==> src/rtl/stall_ctrl.sv <==
// rtl/stall_ctrl.sv - pipeline stall/flush sequencer for the five-stage core
module stall_ctrl #(
  parameter int EX_CNT_W = 6
) (
  input  logic                clk,
  input  logic                rst,
  input  logic                id_stallreq_i,
  input  logic                ex_start_i,
  input  logic [EX_CNT_W-1:0] ex_cycles_i,
  input  logic                flush_req_i,
  input  logic [31:0]         flush_pc_i,
  output logic [5:0]          stall_o,
  output logic                flush_o,
  output logic [31:0]         new_pc_o,
  output logic                ex_done_o,
  output logic                busy_o
);

  typedef enum logic [1:0] {IDLE, EX_WAIT, FLUSH} state_e;

  state_e              state_q, state_d;
  logic [EX_CNT_W-1:0] cnt_q, cnt_d, start_cnt;
  logic [31:0]         new_pc_q, new_pc_d;
  logic                flush_q, flush_d;
  logic                done_q, done_d;
  logic                busy_q, busy_d;
  logic                ex_stall;
  logic [5:0]          stall_raw;

  // The start cycle itself is the first stall cycle, so N stalls need N-1 counts left.
  assign start_cnt = (ex_cycles_i == '0) ? '0 : ex_cycles_i - EX_CNT_W'(1);

  always_comb begin
    ex_stall  = (state_q == EX_WAIT && cnt_q != '0) ||
                (state_q != FLUSH && ex_start_i && ex_cycles_i != '0);
    stall_raw = 6'b000000;
    if (flush_req_i || state_q == FLUSH)
      stall_raw = 6'b000000;
    else if (ex_stall)
      stall_raw = 6'b001111;
    else if (id_stallreq_i)
      stall_raw = 6'b000111;
  end

  assign stall_o = rst ? stall_raw : 6'b000000;

  always_comb begin
    state_d  = state_q;
    cnt_d    = cnt_q;
    new_pc_d = flush_req_i ? flush_pc_i : new_pc_q;
    if (flush_req_i) begin
      state_d = FLUSH;
      cnt_d   = '0;
    end else begin
      case (state_q)
        IDLE: begin
          if (ex_start_i) begin
            state_d = EX_WAIT;
            cnt_d   = start_cnt;
          end
        end
        EX_WAIT: begin
          if (cnt_q != '0) begin
            cnt_d = cnt_q - EX_CNT_W'(1);
          end else if (ex_start_i) begin
            cnt_d = start_cnt;
          end else begin
            state_d = IDLE;
          end
        end
        default: begin
          state_d = IDLE;
          cnt_d   = '0;
        end
      endcase
    end
    flush_d = (state_d == FLUSH);
    done_d  = (state_d == EX_WAIT) && (cnt_d == '0);
    busy_d  = (state_d != IDLE);
  end

  always_ff @(posedge clk or negedge rst) begin
    if (!rst) begin
      state_q  <= IDLE;
      cnt_q    <= '0;
      new_pc_q <= '0;
      flush_q  <= 1'b0;
      done_q   <= 1'b0;
      busy_q   <= 1'b0;
    end else begin
      state_q  <= state_d;
      cnt_q    <= cnt_d;
      new_pc_q <= new_pc_d;
      flush_q  <= flush_d;
      done_q   <= done_d;
      busy_q   <= busy_d;
    end
  end

  assign flush_o   = flush_q;
  assign new_pc_o  = new_pc_q;
  assign ex_done_o = done_q;
  assign busy_o    = busy_q;

endmodule

==> config.mk <==
export PLATFORM = sky130hd
export DESIGN_NAME = stall_ctrl
export DESIGN_NICKNAME = d
export VERILOG_FILES = /design/src/rtl/stall_ctrl.sv
export SDC_FILE = /design/constraint.sdc
export NUM_CORES = 1
export LEC_CHECK = 0
export ABC_AREA = 0
export CORE_ASPECT_RATIO = 0.75
export CORE_UTILIZATION = 39
export CTS_CLUSTER_SIZE = 24
export DETAILED_ROUTE_END_ITERATION = 12
export PLACE_DENSITY_LB_ADDON = 0.1
export SETUP_SLACK_MARGIN = 0.02
export SYNTH_ARGS = -nofsm -noshare
export SYNTH_HDL_FRONTEND = slang
export SYNTH_SLANG_ARGS = --single-unit
export TNS_END_PERCENT = 30
==> constraint.sdc <==
create_clock -name clk -period 1.9 [get_ports clk]
set_input_delay 0.285 -clock clk [delete_from_list [all_inputs] [get_ports clk]]
set_output_delay 0.285 -clock clk [all_outputs]
set_load 0.005 [all_outputs]
==> metrics.txt, run 1 <==
mapped cell area=between 2000 and 2500 µm²; NetSw=around 0.54 mW; Final TNS setup=-0.338 ns; failing checks=setup timing; Clock Path Buffers=2; antenna cells=0; io pins=84; top cells by area, synth=dfrtp_1 (53%), mux2_2 (18%), a21oi_1 (2.2%); CTS tree=done; post-synthesis cell count=approximately 170; pin count of the biggest net entering global routing=44; Antenna Nets Post-Route=0; Int Pwr=~1.6 mW; Data required, critical path=between 1.5 and 2 ns; post-cts hold buffer count=0; Async S/R FF share, synth=between 90% and 100%; Starting Density=roughly two fifths; first-iteration detailed-routing DRC count=approximately 100; H-tree Lvls=2; initial antenna violation count=0; Critical Path AT=around 1.7 ns; die height=roughly 65 µm; chip width=approximately 86 µm; post-DP HPWL=about 3700 µm; unrepaired setup endpoints after global routing=true; vias=roughly 1700; maximum VDD drop=479 µV; Setup CP Type=flop to output pin; Place WS=-0.772 ns; PwrDens=roughly 660 nW/µm²; num rows=22; Max Slew Vio Count=0; fin nets=327; Hold Crit Class=primary input to asynchronous set/reset pin; Worst Hold Slack=0.0775 ns; Top FF cell, synth=dfrtp_1; critical path startpoint category=flop; Seq pwr share=between 40 and 50%; Skew-Pair Late Insertion Delay=0.29 ns; Placed Cells=341; post-route minimum period=1.99 ns; first drt pass iteration count=4; placed instance area=slightly above 3000 µm²; Layout Cells excl Fill=354; Worst Tran Pin Value=0.541 ns; Final Hold Viols=0; final WL=between 4000 and 5000 µm; Clock Skews=~0.0012 ns; port buffer count=81; Sw Ratio=about a quarter; total gr overflow=0; Gate power share=approximately a quarter; DRC errors left=0; first-pass GRT wire length=8280 µm; Post-synth EDFFs=0; gpl congestion=between 0.8 and 0.9; vias in the first global route=approximately 1800; Yosys warning total=0; Root Buffer=clkbuf_8; Vias/cell=between 4 and 5; Max Fclk=approximately 0.5 GHz; Clock Pin Slew Worst Setup and Hold Paths=~0.08 ns; Core Util, Final=around 65%; Routed WL per cell=13.9 µm; flop-to-flop setup slack=-0.07 ns; core area=roughly 5000 µm²; post-route cell area=3250 µm²; final worst setup slack=-0.0926 ns; most instantiated cells after synthesis=dfrtp_1 (43), mux2_2 (33), a21oi_1 (9), clkbuf_1 (9), nor2_1 (9); leak pwr=1.39 nW; count leader, synth=dfrtp_1; Worst Setup End Kind=output pin; Fillers=421; All-Layer GR Usage=roughly 19%; cell accounting for the most synthesized area=dfrtp_1; Final Setup Violations=4; Max-slew headroom=64.0%; outcome=finished with violations; Final period util=105%; P&R area growth vs syn=58.7%; clk sink count=43; crit path max fanout=3; Seq/Total Area, Yosys=52.5%; Yosys reg bits=43; Tot Pwr=2.15 mW; share of cells above drive strength 1=~34%; full die area=about 5600 µm²; Clk network pwr share=approximately a quarter; synth unique cells=39; post-synthesis average cell area=12.0 µm²; max cap viols=0; CTS buffer count=5; area share of the largest cell type after synthesis=a little over half
-- power by group through the flow --
stage / registers (mW) / logic (mW) / clock network [mW]
2_1_floorplan: 1.06 / 0.186 / 0
3_3_place_gp: 1.05 / 0.533 / 0
3_5_place_dp: 1.05 / 0.535 / 0
4_1_cts: 1.03 / 0.546 / 0.588
5_1_grt: 1.04 / 0.597 / 0.637
6_report: 1.03 / 0.550 / 0.564
-- layer usage --
layer,wire [µm],share of wire [%],track usage (%),vias up
li1,-,-,-,821
met4,53,1.1,4.58,0
met5,0,0,0,-
met1,2330,47,26.1,826
met3,385,7.8,7.64,10
met2,2140,44,29.7,60
-- layout by cell type (no fill, tap or decap), types with 2 or more instances in the layout --
cell and n:
dfrtp_1 43, nand3_1 3, nor3b_1 2, buf_4 34, xnor2_1 3, nor3_1 4
clkbuf_8 5, clkdlybuf4s50_1 73, a21oi_2 3, o21ai_0 2, a21oi_1 6, nor2_1 9
and3b_1 2, inv_1 5, and2_1 2, nor3_2 2, a211oi_1 3, dlygate4sd2_1 2
conb_1 2, buf_2 5, nand2_1 4, xor2_1 2, ha_1 2, o211ai_1 2
nand2b_1 2, mux2_2 33
-- critical path, cell delays in order, from the launching register on --
cell and delay [ns]:
dfrtp_1 0.39, or3_4 0.41, o21a_4 0.22, o31ai_4 0.17, a21oi_2 0.09, buf_2 0.13
-- repair_timing --
item | in CTS | in global routing
endpoints found under the setup margin | 6 | 5
pin swaps | 6 | 3
resized for setup | 24 | 7
gates cloned | 0 | 0
endpoints found under the hold margin | 0 | 0
setup buffers | 4 | 1
-- final timing paths --
kind,end,start,depth (start not counted)
worst max-delay path,stall_o[2],cnt_q[4],5
worst min-delay path,new_pc_o[4],rst,2
worst max register to register,ex_done_o,cnt_q[4],6
worst min register to register,new_pc_o[17],new_pc_o[17],1
max in group asynchronous,busy_o,rst,2
min in group clk,flush_o,flush_req_i,2
-- final cells by class --
| cell class | instances | area, µm² | share of cell area, % |
|---|---|---|---|
| tap | 72 | 90.1 | 2.77 |
| sequential | 43 | 1080 | 33.1 |
| timing repair buffer | 115 | 1030 | 31.8 |
| clock inverter | 2 | 12.5 | 0.385 |
| inverter | 6 | 22.5 | 0.692 |
| clock buffer | 6 | 72.6 | 2.23 |
| multi-input combinational | 110 | 946 | 29.1 |
-- cell families (layout without fill, tap and decap cells) --
family | count (synthesis) | after routing | synth area share (%)
adders and majority gates | 3 | 3 | 1.83
muxes | 33 | 33 | 18.1
xor gates and xnor gates | 5 | 5 | 2.14
other | 1 | 2 | 0.183
AOI/OAI and AO/OA | 29 | 29 | 10.0
and+or+nand+nor | 38 | 38 | 11.0
buffers and inverters | 19 | 129 | 4.21
DFF | 43 | 43 | 52.5
-- registers in the layout, indices dropped and copies added (netlist names) --
signal,flops
busy_o,1
ex_done_o,1
state_q,2
new_pc_o,32
flush_o,1
cnt_q,6
Note: power is estimated with default switching activity, not from simulation.
==> inputs of run 2 (changes only) <==
- SETUP_SLACK_MARGIN: 0.02 -> not set
==> results of run 2 <==
No change in the layout: final DEF, timing and power equal those of run 1.
==> inputs of run 3 (changes only) <==
- HOLD_SLACK_MARGIN: not set -> 0.15
==> metrics.txt, run 3 (synthesized netlist as in run 1, its figures left out) <==
outcome=finished with violations (unchanged); failing checks=setup timing (unchanged); Max-slew headroom=64.0% (about the same); placed instance area=3100 µm² (unchanged); Setup CP Type=flop to output pin (unchanged); full die area=5550 µm² (unchanged); H-tree Lvls=2 (unchanged); chip width=85.7 µm (unchanged); leading cell type in the layout, fill and taps excluded=clkdlybuf4s50_1 (unchanged); Routed WL per cell=13.8 µm (was 13.9 µm); clk sink count=43 (unchanged); initial antenna violation count=0 (unchanged); unrepaired setup endpoints after global routing=true (unchanged); Antenna Nets Post-Route=0 (unchanged); pin count of the biggest net entering global routing=44 (unchanged); post-DP HPWL=3650 µm (unchanged); post-route cell area=3260 µm² (was 3250 µm²); commonest cells after routing, fill and taps aside=clkdlybuf4s50_1 (73), dfrtp_1 (43), buf_4 (34) (unchanged); P&R area growth vs syn=59.2% (was 58.7%); port buffer count=81 (unchanged); critical path startpoint category=flop (unchanged); hold_sp=flush_req_i; Fillers=420 (was 421); post-route minimum period=2.00 ns (was 1.99 ns); Clock Path Buffers=2 (unchanged); Worst Tran Pin Value=0.541 ns (about the same); share of cells above drive strength 1=33.9% (was 34.0%); worst r2r src=cnt_q[4] (unchanged); CTS tree=done (unchanged); vias=1716 (was 1717); Final Hold Viols=0 (unchanged); core area=4980 µm² (unchanged); DRC errors left=0 (unchanged); Final period util=105% (about the same); first-iteration detailed-routing DRC count=98 (was 103); Max Fclk=0.501 GHz (was 0.502 GHz); Starting Density=41.1% (unchanged); io pins=84 (unchanged); first-pass GRT wire length=8280 µm (unchanged); maximum VDD drop=479 µV (about the same); leak pwr=1.40 nW (was 1.39 nW); Vias/cell=4.83 (was 4.85); final WL=4910 µm (about the same); max reg flops=32 (unchanged); max cap viols=0 (unchanged); die height=64.8 µm (unchanged); vias in the first global route=1826 (was 1823); antenna cells=0 (unchanged); first drt pass iteration count=4 (unchanged); Clock Pin Slew Worst Setup and Hold Paths=0.08 ns (about the same); total gr overflow=0 (unchanged); Skew-Pair Late Insertion Delay=0.29 ns (about the same); All-Layer GR Usage=19.4% (was 19.5%); Final TNS setup=-0.349 ns (was -0.338 ns); CTS buffer count=5 (unchanged); Final Setup Violations=4 (unchanged); Hold Crit Class=primary input to flop (was primary input to asynchronous set/reset pin); PwrDens=659 nW/µm² (was 660 nW/µm²); final worst setup slack=-0.0957 ns (was -0.0926 ns); fin nets=328 (was 327); Root Buffer=clkbuf_8 (unchanged); Data required, critical path=1.62 ns (about the same); CP startpoint=cnt_q[4] (unchanged); Critical Path AT=1.71 ns (about the same); Worst Setup End Kind=output pin (unchanged); Clock Skews=0.000842 ns (was 0.00123 ns); Max Slew Vio Count=0 (unchanged); gpl congestion=0.810 (unchanged); crit path max fanout=3 (unchanged); num rows=22 (unchanged)
run 3: per-stage QoR:
step | hold slack (ns) | total power [mW] | utilization [%] | std cells | setup WS [ns]
2_1_floorplan | -0.0106 | 1.24 | - | 172 | 0.0879
3_3_place_gp | 0.409 | 1.58 | 62.2 | 341 | -0.685
3_5_place_dp | 0.416 | 1.59 | 62.2 | 341 | -0.772
4_1_cts | 0.389 | 2.17 | 64.8 | 354 | -0.122
5_1_grt | 0.391 | 2.28 | 65.5 | 355 | -0.181
6_report | 0.395 | 2.15 | 65.5 | 355 | -0.0957
run 3: power breakdown:
part	internal (mW)	total (mW)	switching [mW]
logic	0.355	0.552	0.198
clock network	0.257	0.564	0.307
registers	0.993	1.03	0.0392
total	1.60	2.15	0.544
run 3: final cells by class:
| cell class | instances | area (µm²) | area share (%) |
|---|---|---|---|
| Sequential cell | 43 | 1080 | 33.0 |
| Timing Repair Buffer | 116 | 1040 | 32.0 |
| Multi-Input combinational cell | 110 | 946 | 29.0 |
| Tap cell | 72 | 90.1 | 2.76 |
| Clock buffer | 6 | 72.6 | 2.22 |
| Inverter | 6 | 22.5 | 0.690 |
| Clock inverter | 2 | 12.5 | 0.383 |
run 3: path summary, 6_finish.rpt:
| path | endpoint | slack [ns] | depth (start not counted) |
|---|---|---|---|
| worst max-delay path | stall_o[2] | -0.1 | 5 |
| worst min-delay path | flush_o | 0.40 | 2 |
| worst max register to register | ex_done_o | -0.07 | 6 |
| worst min register to register | new_pc_o[11] | 0.51 | 1 |
| max in group asynchronous | busy_o | 0.90 | 3 |
| min in group asynchronous | new_pc_o[4] | 0.64 | 3 |
run 3: worst max-delay path, stage by stage (launching register included):
cell and delay [ns]:
dfrtp_1 0.39, or3_4 0.41, o21a_4 0.23, o31ai_4 0.17
a21oi_2 0.09, buf_2 0.13
run 3: repair_timing:
action,4_1_cts,5_1_grt
setup endpoints to repair,6,5
pin swaps,6,3
hold buffers,1,0
buffers inserted,4,1
endpoints found under the hold margin,43,0
resized for setup,24,7
run 3: per-layer routing:
metal	GRT usage (%)	wire, µm	vias up
met5	0	0	-
met4	4.58	53	0
met3	7.64	385	10
met2	29.7	2130	60
met1	26.0	2340	823
li1	-	-	823
